===== src/rtl/battleship_pkg.sv =====
// Shared types and constants for the battleship game controller.
package battleship_pkg;

    localparam int unsigned BOARD_N = 5;
    localparam int unsigned TW      = 26;

    typedef enum logic [2:0] {
        WATER = 3'b001,
        SHIP  = 3'b010,
        HIT   = 3'b111,
        NHIT  = 3'b100
    } cell_t;

    typedef enum logic [2:0] {
        IDLE,
        PLAYER_WAIT,
        PLAYER_SHOT,
        PC_WAIT,
        PC_SHOT,
        CHECK,
        GAME_OVER
    } turn_state_t;

    function automatic logic coord_ok(
        input logic [2:0] x,
        input logic [2:0] y,
        input logic [2:0] lim
    );
        return (x < lim) && (y < lim);
    endfunction

endpackage


===== src/rtl/coord_lfsr.sv =====
// Free-running 8-bit LFSR that proposes a board coordinate every cycle
// and flags whether it lands on the board.
module coord_lfsr
    import battleship_pkg::*;
#(
    parameter int unsigned LIMIT = 5,
    parameter logic [7:0]  SEED  = 8'hA5
) (
    input  logic       clk,
    input  logic       rst_n,
    output logic [2:0] cand_x,
    output logic [2:0] cand_y,
    output logic       cand_ok
);

    localparam logic [2:0] LIM = 3'(LIMIT);

    logic [7:0] lfsr_q;
    logic       fb;

    // Taps 8,6,5,4 (maximal length)
    assign fb = lfsr_q[7] ^ lfsr_q[5] ^ lfsr_q[4] ^ lfsr_q[3];

    always_ff @(posedge clk or negedge rst_n) begin
        if (!rst_n)
            lfsr_q <= SEED;
        else
            lfsr_q <= {lfsr_q[6:0], fb};
    end

    assign cand_x  = lfsr_q[2:0];
    assign cand_y  = lfsr_q[5:3];
    assign cand_ok = coord_ok(cand_x, cand_y, LIM);

endmodule


===== src/rtl/turn_scheduler.sv =====
// Turn scheduler: alternates player and PC shots into the board-update
// datapath and tracks hits until one side sinks every ship.
module turn_scheduler
    import battleship_pkg::*;
#(
    parameter int unsigned BOARD_N      = 5,
    parameter int unsigned SHIP_CELLS   = 5,
    parameter int unsigned TURN_TIMEOUT = 50_000_000,
    parameter int unsigned PC_DELAY     = 25_000_000,
    parameter logic [7:0]  LFSR_SEED    = 8'hA5
) (
    input  logic        clk,
    input  logic        rst_n,
    input  logic        start,
    input  logic        fire,
    input  logic [2:0]  fire_x,
    input  logic [2:0]  fire_y,
    input  logic        shot_done,
    input  logic        shot_hit,
    input  logic        shot_repeat,
    output logic        turno,
    output logic        shot_valid,
    output logic [2:0]  shot_x,
    output logic [2:0]  shot_y,
    output logic        shot_target,
    output logic [2:0]  player_hits,
    output logic [2:0]  pc_hits,
    output logic        game_over,
    output logic        winner,
    output logic [25:0] timer
);

    localparam logic [2:0]    LIM    = 3'(BOARD_N);
    localparam logic [2:0]    H_MAX  = 3'(SHIP_CELLS);
    localparam logic [TW-1:0] T_LOAD = TW'(TURN_TIMEOUT - 1);
    localparam logic [TW-1:0] D_LOAD = TW'(PC_DELAY - 1);
    localparam logic [TW-1:0] ONE    = TW'(1);

    turn_state_t   state_q, state_d;
    logic          turno_q, turno_d;
    logic [TW-1:0] timer_q, timer_d;
    logic [TW-1:0] dly_q, dly_d;
    logic [2:0]    sx_q, sx_d;
    logic [2:0]    sy_q, sy_d;
    logic [2:0]    p_hits_q, p_hits_d;
    logic [2:0]    c_hits_q, c_hits_d;
    logic          win_q, win_d;

    logic [2:0] cand_x, cand_y;
    logic       cand_ok;
    logic       fire_ok;

    coord_lfsr #(
        .LIMIT (BOARD_N),
        .SEED  (LFSR_SEED)
    ) u_lfsr (
        .clk     (clk),
        .rst_n   (rst_n),
        .cand_x  (cand_x),
        .cand_y  (cand_y),
        .cand_ok (cand_ok)
    );

    assign fire_ok = fire && coord_ok(fire_x, fire_y, LIM);

    always_ff @(posedge clk or negedge rst_n) begin
        if (!rst_n) begin
            state_q  <= IDLE;
            turno_q  <= 1'b1;
            timer_q  <= '0;
            dly_q    <= '0;
            sx_q     <= '0;
            sy_q     <= '0;
            p_hits_q <= '0;
            c_hits_q <= '0;
            win_q    <= 1'b0;
        end else begin
            state_q  <= state_d;
            turno_q  <= turno_d;
            timer_q  <= timer_d;
            dly_q    <= dly_d;
            sx_q     <= sx_d;
            sy_q     <= sy_d;
            p_hits_q <= p_hits_d;
            c_hits_q <= c_hits_d;
            win_q    <= win_d;
        end
    end

    always_comb begin
        state_d  = state_q;
        turno_d  = turno_q;
        timer_d  = timer_q;
        dly_d    = dly_q;
        sx_d     = sx_q;
        sy_d     = sy_q;
        p_hits_d = p_hits_q;
        c_hits_d = c_hits_q;
        win_d    = win_q;
        unique case (state_q)
            IDLE, GAME_OVER: begin
                if (start) begin
                    state_d  = PLAYER_WAIT;
                    turno_d  = 1'b1;
                    timer_d  = T_LOAD;
                    p_hits_d = '0;
                    c_hits_d = '0;
                    win_d    = 1'b0;
                end
            end
            PLAYER_WAIT: begin
                if (timer_q != '0)
                    timer_d = timer_q - ONE;
                // A legal player fire beats the expiring auto-shot
                if (fire_ok) begin
                    sx_d    = fire_x;
                    sy_d    = fire_y;
                    state_d = PLAYER_SHOT;
                end else if (timer_q == '0 && cand_ok) begin
                    sx_d    = cand_x;
                    sy_d    = cand_y;
                    state_d = PLAYER_SHOT;
                end
            end
            PLAYER_SHOT: begin
                if (shot_done) begin
                    if (shot_repeat) begin
                        state_d = PLAYER_WAIT;
                    end else begin
                        if (shot_hit && p_hits_q < H_MAX)
                            p_hits_d = p_hits_q + 3'd1;
                        state_d = CHECK;
                    end
                end
            end
            CHECK: begin
                if (p_hits_q == H_MAX) begin
                    state_d = GAME_OVER;
                    win_d   = 1'b0;
                end else if (c_hits_q == H_MAX) begin
                    state_d = GAME_OVER;
                    win_d   = 1'b1;
                end else if (turno_q) begin
                    turno_d = 1'b0;
                    dly_d   = D_LOAD;
                    state_d = PC_WAIT;
                end else begin
                    turno_d = 1'b1;
                    timer_d = T_LOAD;
                    state_d = PLAYER_WAIT;
                end
            end
            PC_WAIT: begin
                if (dly_q != '0) begin
                    dly_d = dly_q - ONE;
                end else if (cand_ok) begin
                    sx_d    = cand_x;
                    sy_d    = cand_y;
                    state_d = PC_SHOT;
                end
            end
            PC_SHOT: begin
                if (shot_done) begin
                    if (shot_repeat) begin
                        dly_d   = '0;
                        state_d = PC_WAIT;
                    end else begin
                        if (shot_hit && c_hits_q < H_MAX)
                            c_hits_d = c_hits_q + 3'd1;
                        state_d = CHECK;
                    end
                end
            end
            default: state_d = IDLE;
        endcase
    end

    assign turno       = turno_q;
    assign shot_valid  = (state_q == PLAYER_SHOT) || (state_q == PC_SHOT);
    assign shot_target = (state_q == PC_SHOT);
    assign shot_x      = sx_q;
    assign shot_y      = sy_q;
    assign player_hits = p_hits_q;
    assign pc_hits     = c_hits_q;
    assign game_over   = (state_q == GAME_OVER);
    assign winner      = win_q;
    assign timer       = timer_q;

endmodule


===== config.mk =====
export PLATFORM = sky130hd
export DESIGN_NAME = turn_scheduler
export DESIGN_NICKNAME = d
export VERILOG_FILES = /design/src/rtl/battleship_pkg.sv /design/src/rtl/coord_lfsr.sv /design/src/rtl/turn_scheduler.sv
export SDC_FILE = /design/constraint.sdc
export NUM_CORES = 1
export LEC_CHECK = 0
export CELL_PAD_IN_SITES_DETAIL_PLACEMENT = 0
export CELL_PAD_IN_SITES_GLOBAL_PLACEMENT = 2
export CORE_MARGIN = 5
export CORE_UTILIZATION = 37
export CTS_BUF_LIST = sky130_fd_sc_hd__clkbuf_16
export CTS_CLUSTER_DIAMETER = 40
export DETAILED_ROUTE_END_ITERATION = 12
export PLACE_DENSITY = 0.88
export SYNTH_ARGS = -nofsm -noshare
export SYNTH_HDL_FRONTEND = slang
export SYNTH_SLANG_ARGS = --single-unit

===== constraint.sdc =====
create_clock -name clk -period 6.85 [get_ports clk]
set_clock_uncertainty 0.2 [all_clocks]
set_input_delay 1.0275 -clock clk [delete_from_list [all_inputs] [get_ports clk]]
set_output_delay 1.0275 -clock clk [all_outputs]
set_load 0.1 [all_outputs]

==> results.yml, run 1 <==
outcome:
  status: "finished, final reports clean"
cts:
  clkSinkCount: 77
  clk_latency_ps: 340
  ctsHtreeMaxLevel: 3
  clockBufferDepth: 2
  post_cts_resized: 0
  post_cts_buffers: 0
  cts_inserted_buffers: 9
  cts_tree: "yes"
  root_buffer: "clkbuf_16"
  cts.reportedPaths.clkPinSlew_ps: 60
  cts_hold_buf: 0
sta:
  fmax_mhz: 224.0
  rsz0062_at_grt: "false"
  timing.setup.tns_ps: 0
  maxSlewHeadroom: 0.3094
  period_share: 0.6516
  final-setup-viol-count: 0
  hold_viol: 0
  tightest_slew_ps: 1033
  slew_violations: 0
  period_needed_ps: 4463
die:
  rows: 39
  core_area_um2: 11420
  die_w_um: 118.1
  start_util: 0.3787
  die_y_um: 118.1
  ioPinCount: 56
  dieArea_um2: 13950
logic_synthesis:
  synth_flop_cell: "dfrtp_1"
  synth_top_area_cell: "dfrtp_1"
  syn_area_per_cell_um2: 9.339
  synth_top_cell_area_share: 0.4167
  synthTopCellsByArea: "dfrtp_1 (42%), nor2_1 (4.8%), mux2_2 (3.6%)"
  synth.most_common_cell: "dfrtp_1"
  yosys_warnings: 0
  seq_area_frac_synth: 0.4470
  synth_nets: 482
  ys_types: 58
  ys_seq_elements: 77
  synth_area_um2: 4324
  syn_inst: 463
  synth_edf_count: 0
  netlist_top_cells_count: "dfrtp_1 (72), nor2_1 (55), nand2_1 (36), a21oi_1 (27), o21ai_0 (25)"
  async_flop_share: 1.000
placement:
  gp_congestion: 0.7668
  hpwl_um: 7539
  portBuffers: 55
  placed_cell_area_um2: 4989
drt:
  avgViaCountPerCell: 5.472
  remaining_drc_errors: 0
  via_count: 3606
  first_pass_iters: 4
  wl_per_cell_um: 16.26
  first_iter_violations: 332
  ant_nets: 0
  postRouteWirelength_um: 10720
finish:
  antenna_cells: 0
  ff_latch_area_um2: 1933
  fill_cells: 1114
  fin_util: 0.4620
  area_growth_pct: 21.99
  fin_nets: 530
  multiInputGateArea_um2: 2276
  drive_above_1_share: 0.1008
  fin_area_um2: 5275
critical_path:
  reg2reg_depth: 8
  reg2reg_to: "dly_q[16]"
  startpoint_type: "register"
  crit_required_ps: 5620
  rrSetupSlack_ps: 3530
  r2r_start: "dly_q[0]"
  critical_path_peak_fanout: 19
  cp.arrival_ps: 3240
  end_kind: "output pin"
  criticalPathCategory: "register to output pin"
global_routing:
  grt_use_total: 0.1591
  gr-total-overflow: 0
  first_global_vias: 3608
  antenna_found_initial: 0
  grt_pass1_wl_um: 18390
  grt_max_degree: 78
min_path:
  hold-path-cell-count: 0
  whs_endpoint: "u_lfsr.lfsr_q[7]"
  hold_class: "register to register"
  min_from: "u_lfsr.lfsr_q[6]"
pwr:
  p_leak_nw: 1.963
  pwr_density_cell_nw_per_um2: 398.5
  ir_drop_v: 0.0002750
job:
  max-cap-violations: 0
[final cells by class]
cell class | count | area share
multi-input cells | 355 | 0.4315
flip-flops and latches | 77 | 0.3665
repair buffers | 56 | 0.1053
clock buffers | 9 | 0.04269
well taps | 143 | 0.03392
clock inverters | 7 | 0.01162
inverters | 12 | 0.008539
[power breakdown]
part,switching (W),internal [W],total (W)
logic,0.000649,0.000272,0.000921
registers,0.000151,0.000570,0.000720
clock network,0.000184,0.000277,0.000461
total,0.000984,0.00112,0.00210
[worst max path at each step]
| stage | start | to | slack [ps] | cells past startpoint |
|---|---|---|---|---|
| global placement | state_q[2] | shot_target | 2780 | 4 |
| global route | state_q[2] | shot_target | 2150 | 4 |
| floorplan | state_q[1] | shot_valid | 3210 | 4 |
| CTS | state_q[2] | shot_target | 2370 | 4 |
| finish | state_q[2] | shot_target | 2390 | 4 |
| detailed placement | state_q[2] | shot_target | 2740 | 4 |
[state kept, by name, summed over array words and instances, names as in the netlist]
| register | count |
|---|---|
| shot_x | 3 |
| state_q | 3 |
| u_lfsr.lfsr_q | 8 |
| shot_y | 3 |
| dly_q | 26 |
| winner | 1 |
| pc_hits | 3 |
| player_hits | 3 |
| timer | 26 |
| turno | 1 |
[cell usage in the layout (no fill, tap or decap), types with 10 or more instances in the layout]
cell and n:
xor2_1 11, a31oi_1 14, or3_1 10, nor3_1 16
dfrtp_1 72, o22a_1 11, inv_1 14, nand3_1 11
mux2_2 14, nand2_1 36, xnor2_1 16, nor4_1 15
nor2_1 54, a21oi_1 27, clkdlybuf4s50_1 54, nand2b_1 11
o21ai_0 25
[metrics by stage]
| step | hold slack [ps] | cells | power, W | worst slack [ps] |
|---|---|---|---|---|
| after global placement | 135.6 | 643 | 0.001644 | 2782 |
| after CTS | 170.2 | 659 | 0.002126 | 2374 |
| after global routing | 171.3 | 659 | 0.002239 | 2152 |
| after floorplan | 133.0 | 463 | 0.001418 | 3210 |
| after detailed placement | 156.2 | 643 | 0.001652 | 2745 |
| final | 163.6 | 659 | 0.002102 | 2387 |
[routing by layer]
layer	vias to the layer above	global-route usage	routed length, um
met5	-	0	0
met4	0	0.05233	126
met3	10	0.04037	448
met2	70	0.2532	5188
met1	1745	0.2119	4952
li1	1781	-	-
[worst max-delay path, stage by stage, from the launching register on]
cell and delay (ps):
dfrtp_1 650, nor2b_1 320, nand2_1 200, inv_1 470, clkdlybuf4s50_1 1250
[logic make-up (layout without fill, tap and decap cells)]
kind of cell | after synthesis | in the layout | share of synthesized area
AND/OR/NAND/NOR | 196 | 196 | 0.2465
AO/OA/AOI/OAI | 108 | 108 | 0.1612
flip-flops | 77 | 77 | 0.4470
buffers and inverters | 31 | 84 | 0.02720
XOR/XNOR | 27 | 27 | 0.05469
multiplexers | 18 | 18 | 0.04601
adder cells (fa/ha/maj) | 6 | 6 | 0.01736
Note: power is estimated with default switching activity, not from simulation.
==> inputs of run 2 (changes only) <==
- CORE_UTILIZATION: 37 -> 31
- PLACE_DENSITY: 0.88 -> 0.79
- clock period: 6.85 -> 3.9 ns (I/O delays scaled with it)
==> run 2 against run 1 <==
Register-to-register slack got worse by 2800 ps. Via count about the same. Cell count increased by 6.2%. Count of clock-buffer cells in the layout unchanged. Routed wire length increased by 2.2%. First-iteration DRC count decreased by 26%. Global-route usage decreased by 2.1 points. Sequential power increased by 76%. Clock power increased by 90%. Critical endpoint is now shot_x[2]. Largest power group unchanged.
==> results.yml, run 2 (synthesized netlist as in run 1, its figures left out) <==
placement:
  gp_congestion: 0.7813
  hpwl_um: 7785
  portBuffers: 55
global_routing:
  grt_max_degree: 78
  grt_pass1_wl_um: 18460
  gr-total-overflow: 0
  grt_use_total: 0.1385
  antenna_found_initial: 0
  first_global_vias: 3646
drt:
  first_iter_violations: 246
  remaining_drc_errors: 0
  avgViaCountPerCell: 5.153
  wl_per_cell_um: 15.64
  first_pass_iters: 4
  postRouteWirelength_um: 10950
  ant_nets: 0
  via_count: 3607
die:
  die_y_um: 128.1
  start_util: 0.3140
  die_w_um: 128.1
  dieArea_um2: 16410
  ioPinCount: 56
  rows: 43
  core_area_um2: 13770
critical_path:
  crit_required_ps: 3910
  end_kind: "register"
  cp.arrival_ps: 3200
  startpoint_type: "register"
  critical_path_peak_fanout: 7
  criticalPathCategory: "register to register"
  reg2reg_depth: 8
sta:
  maxSlewHeadroom: 0.3261
  hold_ws_ps: 171.2
  final-setup-viol-count: 0
  timing.setup.tns_ps: 0
  tightest_slew_ps: 1011
  period_needed_ps: 3187
  hold_viol: 0
  period_share: 0.8172
  fmax_mhz: 313.8
  rsz0062_at_grt: "false"
  slew_violations: 0
pwr:
  ir_drop_v: 0.0003075
  pwr_density_cell_nw_per_um2: 703.5
  p_leak_nw: 2.003
cts:
  ctsHtreeMaxLevel: 3
  clk_latency_ps: 340
  cts.reportedPaths.clkPinSlew_ps: 60
  post_cts_buffers: 0
  clockBufferDepth: 2
  cts_tree: "yes"
  cts_hold_buf: 0
  post_cts_resized: 0
  cts_inserted_buffers: 9
  root_buffer: "clkbuf_16"
  clkSinkCount: 77
finish:
  final_common_cell: "dfrtp_1"
  layout_common_cells: "dfrtp_1 (72), nor2_1 (55), clkdlybuf4s50_1 (51)"
  antenna_cells: 0
  drive_above_1_share: 0.1115
  area_growth_pct: 23.99
  fill_cells: 1410
  fin_nets: 534
outcome:
  status: "finished, final reports clean"
min_path:
  hold-path-cell-count: 0
  hold_class: "register to register"
job:
  max-cap-violations: 0
run 2: changes by cell type in the layout (fill, tap and decap cells not counted), sizes merged:
| cell | previous run | this run |
|---|---|---|
| clkinvlp | 2 | 0 |
| inv | 14 | 13 |
| bufinv | 1 | 2 |
| clkdlybuf4s50 | 54 | 51 |
| clkinv | 2 | 4 |
| buf | 2 | 9 |
run 2: critical path, stage by stage, from the launching register on:
cell	delay [ps]
dfrtp_1	390
inv_1	100
ha_1	240
nor4b_2	370
nand4_4	200
or3_4	440
or4_4	510
a21oi_4	260
mux2_2	360
run 2: per-layer routing:
| metal | global-route usage | share of wire | vias to the layer above | wire length (um) |
|---|---|---|---|---|
| met3 | 0.02667 | 0.036 | 12 | 389 |
| met5 | 0 | 0 | - | 0 |
| met1 | 0.1751 | 0.46 | 1738 | 5019 |
| met2 | 0.2320 | 0.49 | 68 | 5391 |
| met4 | 0.05680 | 0.013 | 0 | 146 |
| li1 | - | - | 1789 | - |
run 2: cell type report:
cell class                 instances  area (um2)  share of cell area
clock inverter                     7       81.33             0.01517
clock buffer                       9       225.2             0.04201
multi-input combinational        355        2273              0.4240
tap                              180       225.2             0.04201
timing repair buffer              60       578.1              0.1078
inverter                          12       45.04            0.008401
sequential                        77        1933              0.3606
run 2: final timing paths:
check	start	to	slack (ps)
worst max register to register	dly_q[0]	shot_x[2]	710
max in group asynchronous	rst_n	shot_y[0]	2630
min in group asynchronous	rst_n	timer[25]	220
worst min-delay path	u_lfsr.lfsr_q[6]	u_lfsr.lfsr_q[7]	170
worst min register to register	u_lfsr.lfsr_q[6]	u_lfsr.lfsr_q[7]	170
worst max-delay path	dly_q[0]	shot_x[2]	710
run 2: power by group:
| part | switching, W | internal [W] |
|---|---|---|
| clock network | 0.000322 | 0.000551 |
| registers | 0.000268 | 0.00100 |
| logic | 0.00114 | 0.000488 |
| total | 0.00173 | 0.00204 |
run 2: through the flow:
| step | cell area [um2] | worst slack (ps) | utilization | total power [W] | cells |
|---|---|---|---|---|---|
| 6_report | 5361 | 713.0 | 0.3893 | 0.003772 | 700 |
| 5_1_grt | 5361 | 562.6 | 0.3893 | 0.004007 | 700 |
| 4_1_cts | 5361 | 683.0 | 0.3893 | 0.003820 | 700 |
| 3_5_place_dp | 5055 | 561.1 | 0.3670 | 0.002920 | 684 |
| 3_3_place_gp | 5055 | 645.9 | 0.3670 | 0.002910 | 684 |
| 2_1_floorplan | 4324 | 631.5 | - | 0.002491 | 463 |
